===== config.mk =====
export PLATFORM = sky130hd
export DESIGN_NAME = uart_tx_engine
export DESIGN_NICKNAME = d
export VERILOG_FILES = /design/src/rtl/uart_tx_engine.sv
export SDC_FILE = /design/constraint.sdc
export NUM_CORES = 1
export LEC_CHECK = 0
export ABC_AREA = 1
export BUFFER_PORTS_ARGS = -buffer_cell sky130_fd_sc_hd__buf_4
export CAP_MARGIN = 20
export CORE_MARGIN = 4
export CORE_UTILIZATION = 43
export DETAILED_ROUTE_END_ITERATION = 16
export PLACE_DENSITY = 0.69
export REMOVE_ABC_BUFFERS = 1
export SLEW_MARGIN = 10
export SYNTH_ARGS = -nofsm -noshare
export SYNTH_HDL_FRONTEND = slang
export SYNTH_SLANG_ARGS = --single-unit

===== constraint.sdc =====
create_clock -name clk -period 2.5 [get_ports clk]
set_input_delay 0.125 -clock clk [delete_from_list [all_inputs] [get_ports clk]]
set_output_delay 0.125 -clock clk [all_outputs]
set_load 0.1 [all_outputs]

===== src/rtl/uart_tx_engine.sv =====
// UART transmit engine: start bit, 8 data bits LSB first, optional parity
// bit, one stop bit, then a single-cycle DONE state. Every output is taken
// straight from a flop, and each one is loaded with the value that belongs
// to the state being entered, so tx changes on the same edge as the state.
module uart_tx_engine #(
  parameter int CLKS_PER_BIT = 16,
  parameter int PARITY_EN    = 1,
  parameter int PARITY_ODD   = 0
) (
  input  logic       clk,
  input  logic       rst_n,
  input  logic       tx_en,
  input  logic       txStart,
  input  logic [7:0] txData,
  output logic       tx,
  output logic       txDone,
  output logic       busy,
  output logic       err
);

  typedef enum logic [2:0] {
    S_IDLE   = 3'd0,
    S_START  = 3'd1,
    S_DATA   = 3'd2,
    S_PARITY = 3'd3,
    S_STOP   = 3'd4,
    S_DONE   = 3'd5
  } state_t;

  localparam logic [15:0] BAUD_LAST = 16'(CLKS_PER_BIT - 1);
  localparam logic        PAR_EN_L  = (PARITY_EN != 0);
  localparam logic        PAR_ODD_L = (PARITY_ODD != 0);

  state_t      r_state;
  state_t      w_state_nxt;
  logic [15:0] r_baud;
  logic [2:0]  r_bit;
  logic [7:0]  r_shift;
  logic        r_par;

  logic        w_baud_end;
  logic        w_busy_state;
  logic        w_accept;
  logic        w_abort;
  logic [15:0] w_baud_nxt;
  logic [2:0]  w_bit_nxt;
  logic [7:0]  w_shift_nxt;
  logic        w_par_nxt;
  logic        w_tx_nxt;
  logic        w_busy_nxt;
  logic        w_done_nxt;
  logic        w_err_nxt;

  assign w_baud_end   = (r_baud == BAUD_LAST);
  assign w_busy_state = (r_state == S_START) || (r_state == S_DATA) ||
                        (r_state == S_PARITY) || (r_state == S_STOP);
  assign w_accept     = (r_state == S_IDLE) && tx_en && txStart;
  // Dropping the enable wins over any bit boundary in the same cycle.
  assign w_abort      = w_busy_state && !tx_en;

  // State register plus baud/bit counters, shift register and latched parity.
  always_ff @(posedge clk or negedge rst_n) begin
    if (!rst_n) begin
      r_state <= S_IDLE;
      r_baud  <= 16'd0;
      r_bit   <= 3'd0;
      r_shift <= 8'd0;
      r_par   <= 1'b0;
    end else begin
      r_state <= w_state_nxt;
      r_baud  <= w_baud_nxt;
      r_bit   <= w_bit_nxt;
      r_shift <= w_shift_nxt;
      r_par   <= w_par_nxt;
    end
  end

  // Next-state decision: each bit state advances when its baud period ends.
  always_comb begin
    w_state_nxt = r_state;
    case (r_state)
      S_IDLE: begin
        if (w_accept) w_state_nxt = S_START;
      end
      S_START: begin
        if (w_abort)         w_state_nxt = S_IDLE;
        else if (w_baud_end) w_state_nxt = S_DATA;
      end
      S_DATA: begin
        if (w_abort) begin
          w_state_nxt = S_IDLE;
        end else if (w_baud_end && (r_bit == 3'd7)) begin
          w_state_nxt = PAR_EN_L ? S_PARITY : S_STOP;
        end
      end
      S_PARITY: begin
        if (w_abort)         w_state_nxt = S_IDLE;
        else if (w_baud_end) w_state_nxt = S_STOP;
      end
      S_STOP: begin
        if (w_abort)         w_state_nxt = S_IDLE;
        else if (w_baud_end) w_state_nxt = S_DONE;
      end
      S_DONE: begin
        w_state_nxt = S_IDLE;
      end
      default: begin
        w_state_nxt = S_IDLE;
      end
    endcase
  end

  // Datapath next values: counters clear on every state change or bit end.
  always_comb begin
    w_baud_nxt  = r_baud + 16'd1;
    w_bit_nxt   = r_bit;
    w_shift_nxt = r_shift;
    w_par_nxt   = r_par;
    if ((w_state_nxt != r_state) || w_baud_end || !w_busy_state) begin
      w_baud_nxt = 16'd0;
    end
    if (w_accept) begin
      w_bit_nxt   = 3'd0;
      w_shift_nxt = txData;
      w_par_nxt   = (^txData) ^ PAR_ODD_L;
    end else if (w_abort) begin
      w_bit_nxt = 3'd0;
    end else if ((r_state == S_DATA) && w_baud_end) begin
      w_bit_nxt   = r_bit + 3'd1;
      w_shift_nxt = {1'b0, r_shift[7:1]};
    end
  end

  // Output decode for the state being entered, so the flops below line up
  // with the state register.
  always_comb begin
    w_tx_nxt   = 1'b1;
    w_busy_nxt = 1'b0;
    w_done_nxt = 1'b0;
    w_err_nxt  = w_abort;
    case (w_state_nxt)
      S_START: begin
        w_tx_nxt   = 1'b0;
        w_busy_nxt = 1'b1;
      end
      S_DATA: begin
        w_tx_nxt   = w_shift_nxt[0];
        w_busy_nxt = 1'b1;
      end
      S_PARITY: begin
        w_tx_nxt   = r_par;
        w_busy_nxt = 1'b1;
      end
      S_STOP: begin
        w_busy_nxt = 1'b1;
      end
      S_DONE: begin
        w_done_nxt = 1'b1;
      end
      default: begin
        w_tx_nxt = 1'b1;
      end
    endcase
  end

  // Output flops keep tx, txDone, busy and err glitch-free.
  always_ff @(posedge clk or negedge rst_n) begin
    if (!rst_n) begin
      tx     <= 1'b1;
      txDone <= 1'b0;
      busy   <= 1'b0;
      err    <= 1'b0;
    end else begin
      tx     <= w_tx_nxt;
      txDone <= w_done_nxt;
      busy   <= w_busy_nxt;
      err    <= w_err_nxt;
    end
  end

endmodule


# After elaboration in Yosys (flattened, before gate mapping)
# Cells that the tools add are included.
[op_classes] n_mux=20 eq_ne=13 reduce_logical=18 n_div=0 n_lt_le_gt_ge=0 n_addsub=2 n_bitwise=0 multipliers=0 n_shift=0
[op_table] cell="3-bit 2-to-1 mux" count=12
[op_table] cell="8-bit 2-to-1 mux" count=3
[op_table] cell="16-bit by 1-bit adder with 16-bit output (second input constant)" count=1
[op_table] cell="16-bit by 4-bit equality test with 1-bit output (second input constant)" count=1
[op_table] cell="16-bit 2-to-1 mux" count=1
[op_table] cell="3-bit one-hot mux with 5 select lines" count=1
[op_table] cell="3-bit by 2-bit equality test with 1-bit output (second input constant)" count=4
[op_table] cell="3-bit equality test (second input constant)" count=4
[op_table] cell="8-bit XOR reduction" count=1
[op_table] cell="3-bit by 1-bit equality test with 1-bit output (second input constant)" count=2
[op_table] cell="1-bit logical AND" count=5
[op_table] cell="1-bit logical OR" count=5
[op_table] cell="4-bit OR reduction" count=1
[op_table] cell="3-bit by 1-bit adder with 3-bit output (second input constant)" count=1
[op_table] cell="3-bit logical NOT" count=1
[op_table] cell="3-bit != test" count=1
[op_table] cell="1-bit one-hot mux with 3 select lines" count=1
[op_table] cell="3-bit nonzero test" count=1
[op_table] cell="1-bit logical NOT" count=2
[op_table] cell="1-bit 2-to-1 mux" count=2
[op_table] cell="2-bit != test (second input constant)" count=1
[op_table] cell="2-bit AND reduction" count=1
[op_table] cell="2-bit nonzero test" count=1
[totals] reg_bits=35 rom_bits=0 memories=0 latch_bits=0 out_inout_bits=4 elab_cells=63 ram_bits=0 input_bits=12

# Logic depth before layout (Yosys ltp)
[logic_depth] word_depth=11 ltp_mapped=12 mapped_depth_nobuf=12

# Least setup slack after synthesis
# Ideal clock, no wire load.
[synth_timing] path_kind="register to register" startpoint="register r_baud[0]" endpoint="register r_baud[5]" path_stages_with_launch=11 n_path_buf=1 path_slack_ns=0.849 period_less_slack_ns=1.651 t_required_ns=2.432 arrival_time_ns=1.583 setup_ns=0.068 path_cell_list="dfrtp_1 -> ha_1 -> nand3_4 -> nor2_4 -> nand2_2 -> nand2_2 -> nand3_2 -> a21oi_2 -> nand3_4 -> buf_12 -> nor2_4"
[synth_between] elab_chain_len=9 elab_cells_between_ends=16 cone_classes="add/sub (1); eq/ne (2); mux (10); reduce/logical (3)"
[synth_rtl] element="start: declaration" line_no="36" text="logic [15:0] r_baud;"
[synth_rtl] element="start signal: assignment" line_no="71" text="r_baud <= w_baud_nxt;"
[synth_rtl] element="16-bit by 4-bit equality test with 1-bit output" line_no="54" text="assign w_baud_end = (r_baud == BAUD_LAST);"
[synth_rtl] element="1-bit logical AND" line_no="92" text="end else if (w_baud_end && (r_bit == 3'd7)) begin"
[synth_rtl] element="3-bit 2-to-1 mux" line_no="92"
[synth_rtl] element="3-bit 2-to-1 mux" line_no="90" text="if (w_abort) begin"
[synth_rtl] element="3-bit one-hot mux with 5 select lines" line_no="81" text="case (r_state)"
[synth_rtl] element="3-bit != test" line_no="119" text="if ((w_state_nxt != r_state) || w_baud_end || !w_busy_state) begin"
[synth_rtl] element="1-bit logical OR (2 in series)" line_no="119"
[synth_rtl] element="16-bit 2-to-1 mux *" line_no="119"
[synth_rtl] element="via w_baud_nxt[5]" line_no="45" text="logic [15:0] w_baud_nxt;"
# Mark *: on every way through the listed nets, which the timed path passes. The rest lies on a longest branch.
# A chain may end at the register's enable or synchronous reset.

# Final worst setup path
[layout_timing] startpoint="register r_baud[0]" endpoint="register r_baud[15]"
# The elaborated chain is that of the path after synthesis.

==> reports/results.ini <==
[final_layout]
nets = 262
fin_util_pct = 51.4
syn_to_final_growth_pct = 13.2
seq_area_um2 = 877
drive_gt1_share_pct = 24.2
final_cells = 300
multi_input_area_mm2 = 0.00102
fill_cells = 400
num_antenna_cells = 0
fin_area_mm2 = 0.00230

[setup_path]
end_kind = register
cp-start-kind = register
crit_path_top_delay_cell = dfrtp_1
cp.depth = 9
reg2regPathDepth = 9
reg2reg_from = r_baud[0]
critPathMaxFanout = 16
crit_end = r_baud[15]
cp_data_arrival_time_ns = 2.14
path_class = reg -> reg
r2r_slack_ns = 0.55
crit_chain = ha_1, nand3_4, nor2_4, nand2_2, nand2_2, nand3_2, a21oi_2, nand3_4, nor2_1
worstSetupStartpoint = r_baud[0]
critPathTopFamily = simple AND/OR/NAND/NOR gates
critPathMaxStageDelay_ns = 0.37
path_buf_inv = 0
cp.required_ns = 2.70
worstReg2RegEnd = r_baud[15]

[global_routing]
track_usage_pct = 14.1
grt_start_max_net_pins = 36
grt_pass1_wl_um = 6740
gr-total-overflow = 0
first_global_vias = 1528
grt_antenna_before_repair = 0

[sta]
slew_violations = 0
setup_tns_ns = 0
fin_crit_ns = 1.95
fmax_ghz = 0.514
clock_skew_ns = 0.00630
hold_viol = 0
fin_crit_sh_pct = 77.8
worstMarginPinSlew_ns = 0.438
rsz0062_at_grt = false
maxSlewHeadroom_pct = 70.8
setup_violations = 0

[synthesis]
synthXorXnorAreaFrac_pct = 8.19
synth_seq_cells = 35
yosysWarnings = 0
synth_cells = 225
synth_simple_gate_area_share_pct = 34.6
ys_types = 31
syn_avg_cell_area_um2 = 9.03
synth_top_family_by_area = simple AND/OR/NAND/NOR gates
yosys.area_share.adder_pct = 1.85
synth_mux_area_share_pct = 0
syn-cell-area_mm2 = 0.00203
synth_seq_area_share_pct = 43.2
synth_compound_area_share_pct = 5.79

[clock_tree]
cts-buffers-inserted = 5
h-tree-depth = 2
clk_root_buffer_cell = clkbuf_8
clk_path_buf_depth = 2
cts_tree = yes
cts_resized = 0
clk_pin_slew_ns = 0.07
postCtsSetupRepairBufs = 0
clock-sinks = 35
hold_buffers = 1
worstSkewPairLatency_ns = 0.28

[floorplanning]
pin_count = 16
start_util_pct = 45.4
die_w_um = 76.7
rows = 24
fp.coreArea_mm2 = 0.00447
die_y_um = 76.7
die-area_mm2 = 0.00589

[routing]
postRouteAntennaNets = 0
wl_met1_um = 1800
routed_via_density = 5.05
route.detailed.drc = 0
wirelength_um = 3760
dr.pass1.iters = 5
met2WireLength_um = 1750
drt-initial-drc-count = 130
vias = 1514
route.detailed.wl_per_inst_um = 12.5
highest_layer = met4
route.met3.wl_um = 143

[placement]
dp_hpwl_um = 2780
dp.cells = 291
dpl-instance-area_mm2 = 0.00219
io_buffer_count = 15
gp_congestion = 0.881

[pwr]
power_density_mw_per_mm2 = 807
leakage_nw = 1.03
ir_worst_vdd_mv = 0.384

[status]
status = completed

[min_path]
hold_path.class = in -> reg

[flow_run]
cap_viol_max_count = 0

## worst reg2reg max path: stages (launching register included)
cell and delay, ns:
dfrtp_1 0.37, ha_1 0.24, nand3_4 0.14, nor2_4 0.15, nand2_2 0.09, nand2_2 0.06
nand3_2 0.10, a21oi_2 0.19, nand3_4 0.33, nor2_1 0.20
## where the power goes
part	internal, mW	switching (mW)	total (mW)
sequential	0.685	0.0547	0.740
clock	0.251	0.191	0.443
combinational	0.179	0.492	0.671
total	1.12	0.738	1.85
## kinds of logic after synthesis
logic type	after synthesis
xor gates and xnor gates	19
buffers and inverters	29
adders and majority gates	3
DFF	35
and+or+nand+nor	122
AOI/OAI and AO/OA	17
## stage by stage
step | power (mW) | worst slack, ns | hold slack (ns)
after floorplan | 1.28 | 0.760 | -0.171
after global placement | 1.42 | 0.606 | 0.103
after detailed placement | 1.43 | 0.545 | 0.110
after CTS | 1.88 | 0.534 | 0.0607
after global routing | 1.98 | 0.346 | 0.0747
final | 1.85 | 0.555 | 0.0718
## registers in the layout, indices dropped and copies added, names as in the netlist
signal and flops:
r_baud 16, r_shift 8, r_bit 3, r_state 3
busy 1, err 1, r_par 1, tx 1
txDone 1
## metal layers
layer / track usage [%] / vias to the layer above
met4: 6.70 / 0
met2: 21.8 / 32
li1: - / 772
met1: 18.6 / 704
met5: 0 / -
met3: 3.40 / 6
## Yosys cell counts
| cell type | number | area, um^2 |
|---|---|---|
| nand2_1 | 38 | 143 |
| dfrtp_1 | 34 | 851 |
| inv_1 | 25 | 93.8 |
| nor2_1 | 21 | 78.8 |
| nand3_1 | 15 | 75.1 |
| nor2_4 | 12 | 135 |
| nand2_2 | 10 | 62.6 |
| xnor2_1 | 10 | 87.6 |
| xor2_1 | 9 | 78.8 |
| o21ai_0 | 8 | 40.0 |
| nand4_1 | 6 | 37.5 |
| nor2_2 | 6 | 37.5 |
| nor3_1 | 5 | 25.0 |
| o221ai_1 | 4 | 35.0 |
| ha_1 | 3 | 37.5 |
| a22o_1 | 2 | 17.5 |
| nand3_4 | 2 | 35.0 |
| nor4_1 | 2 | 12.5 |
| a21oi_2 | 1 | 8.76 |
| a32oi_1 | 1 | 8.76 |
| and3_1 | 1 | 6.26 |
| buf_12 | 1 | 20.0 |
| clkinv_1 | 1 | 3.75 |
| dfstp_2 | 1 | 26.3 |
| inv_2 | 1 | 3.75 |
| inv_6 | 1 | 8.76 |
| nand2_4 | 1 | 11.3 |
| nand3_2 | 1 | 10.0 |
| nand4_2 | 1 | 12.5 |
| nor2_8 | 1 | 20.0 |
| o211ai_1 | 1 | 7.51 |
## layout by cell type (no fill, tap or decap), drive strengths merged
master,instances
dfrtp,34
a22o,2
clkbuf,8
o21ai,8
inv,27
dlygate4sd3,1
and3,1
ha,3
xnor2,10
xor2,9
nand4,7
nor3,5
nor2,40
buf,15
o221ai,4
nand2,49
clkinv,1
o211ai,1
a32oi,1
nor4,2
nand3,18
a21oi,1
dfstp,1
## worst min-delay path by stage
| stage | start | endpoint | slack (ns) | cells after the start |
|---|---|---|---|---|
| 3_3_place_gp | rst_n | r_baud[15] | 0.10 | 1 |
| 3_5_place_dp | rst_n | r_baud[15] | 0.11 | 1 |
| 4_1_cts | txData[3] | r_shift[3] | 0.06 | 3 |
| 5_1_grt | txData[3] | r_shift[3] | 0.07 | 3 |
| 2_1_floorplan | rst_n | busy | -0.17 | 0 |
| 6_report | txData[3] | r_shift[3] | 0.07 | 3 |
## cell type report
class	instances	share of cell area, %
Tap cell	52	2.83
Clock buffer	8	4.35
Timing Repair Buffer	16	5.33
Multi-Input combinational cell	161	44.5
Sequential cell	35	38.2
Inverter	28	4.79
Note: power is estimated with default switching activity, not from simulation.
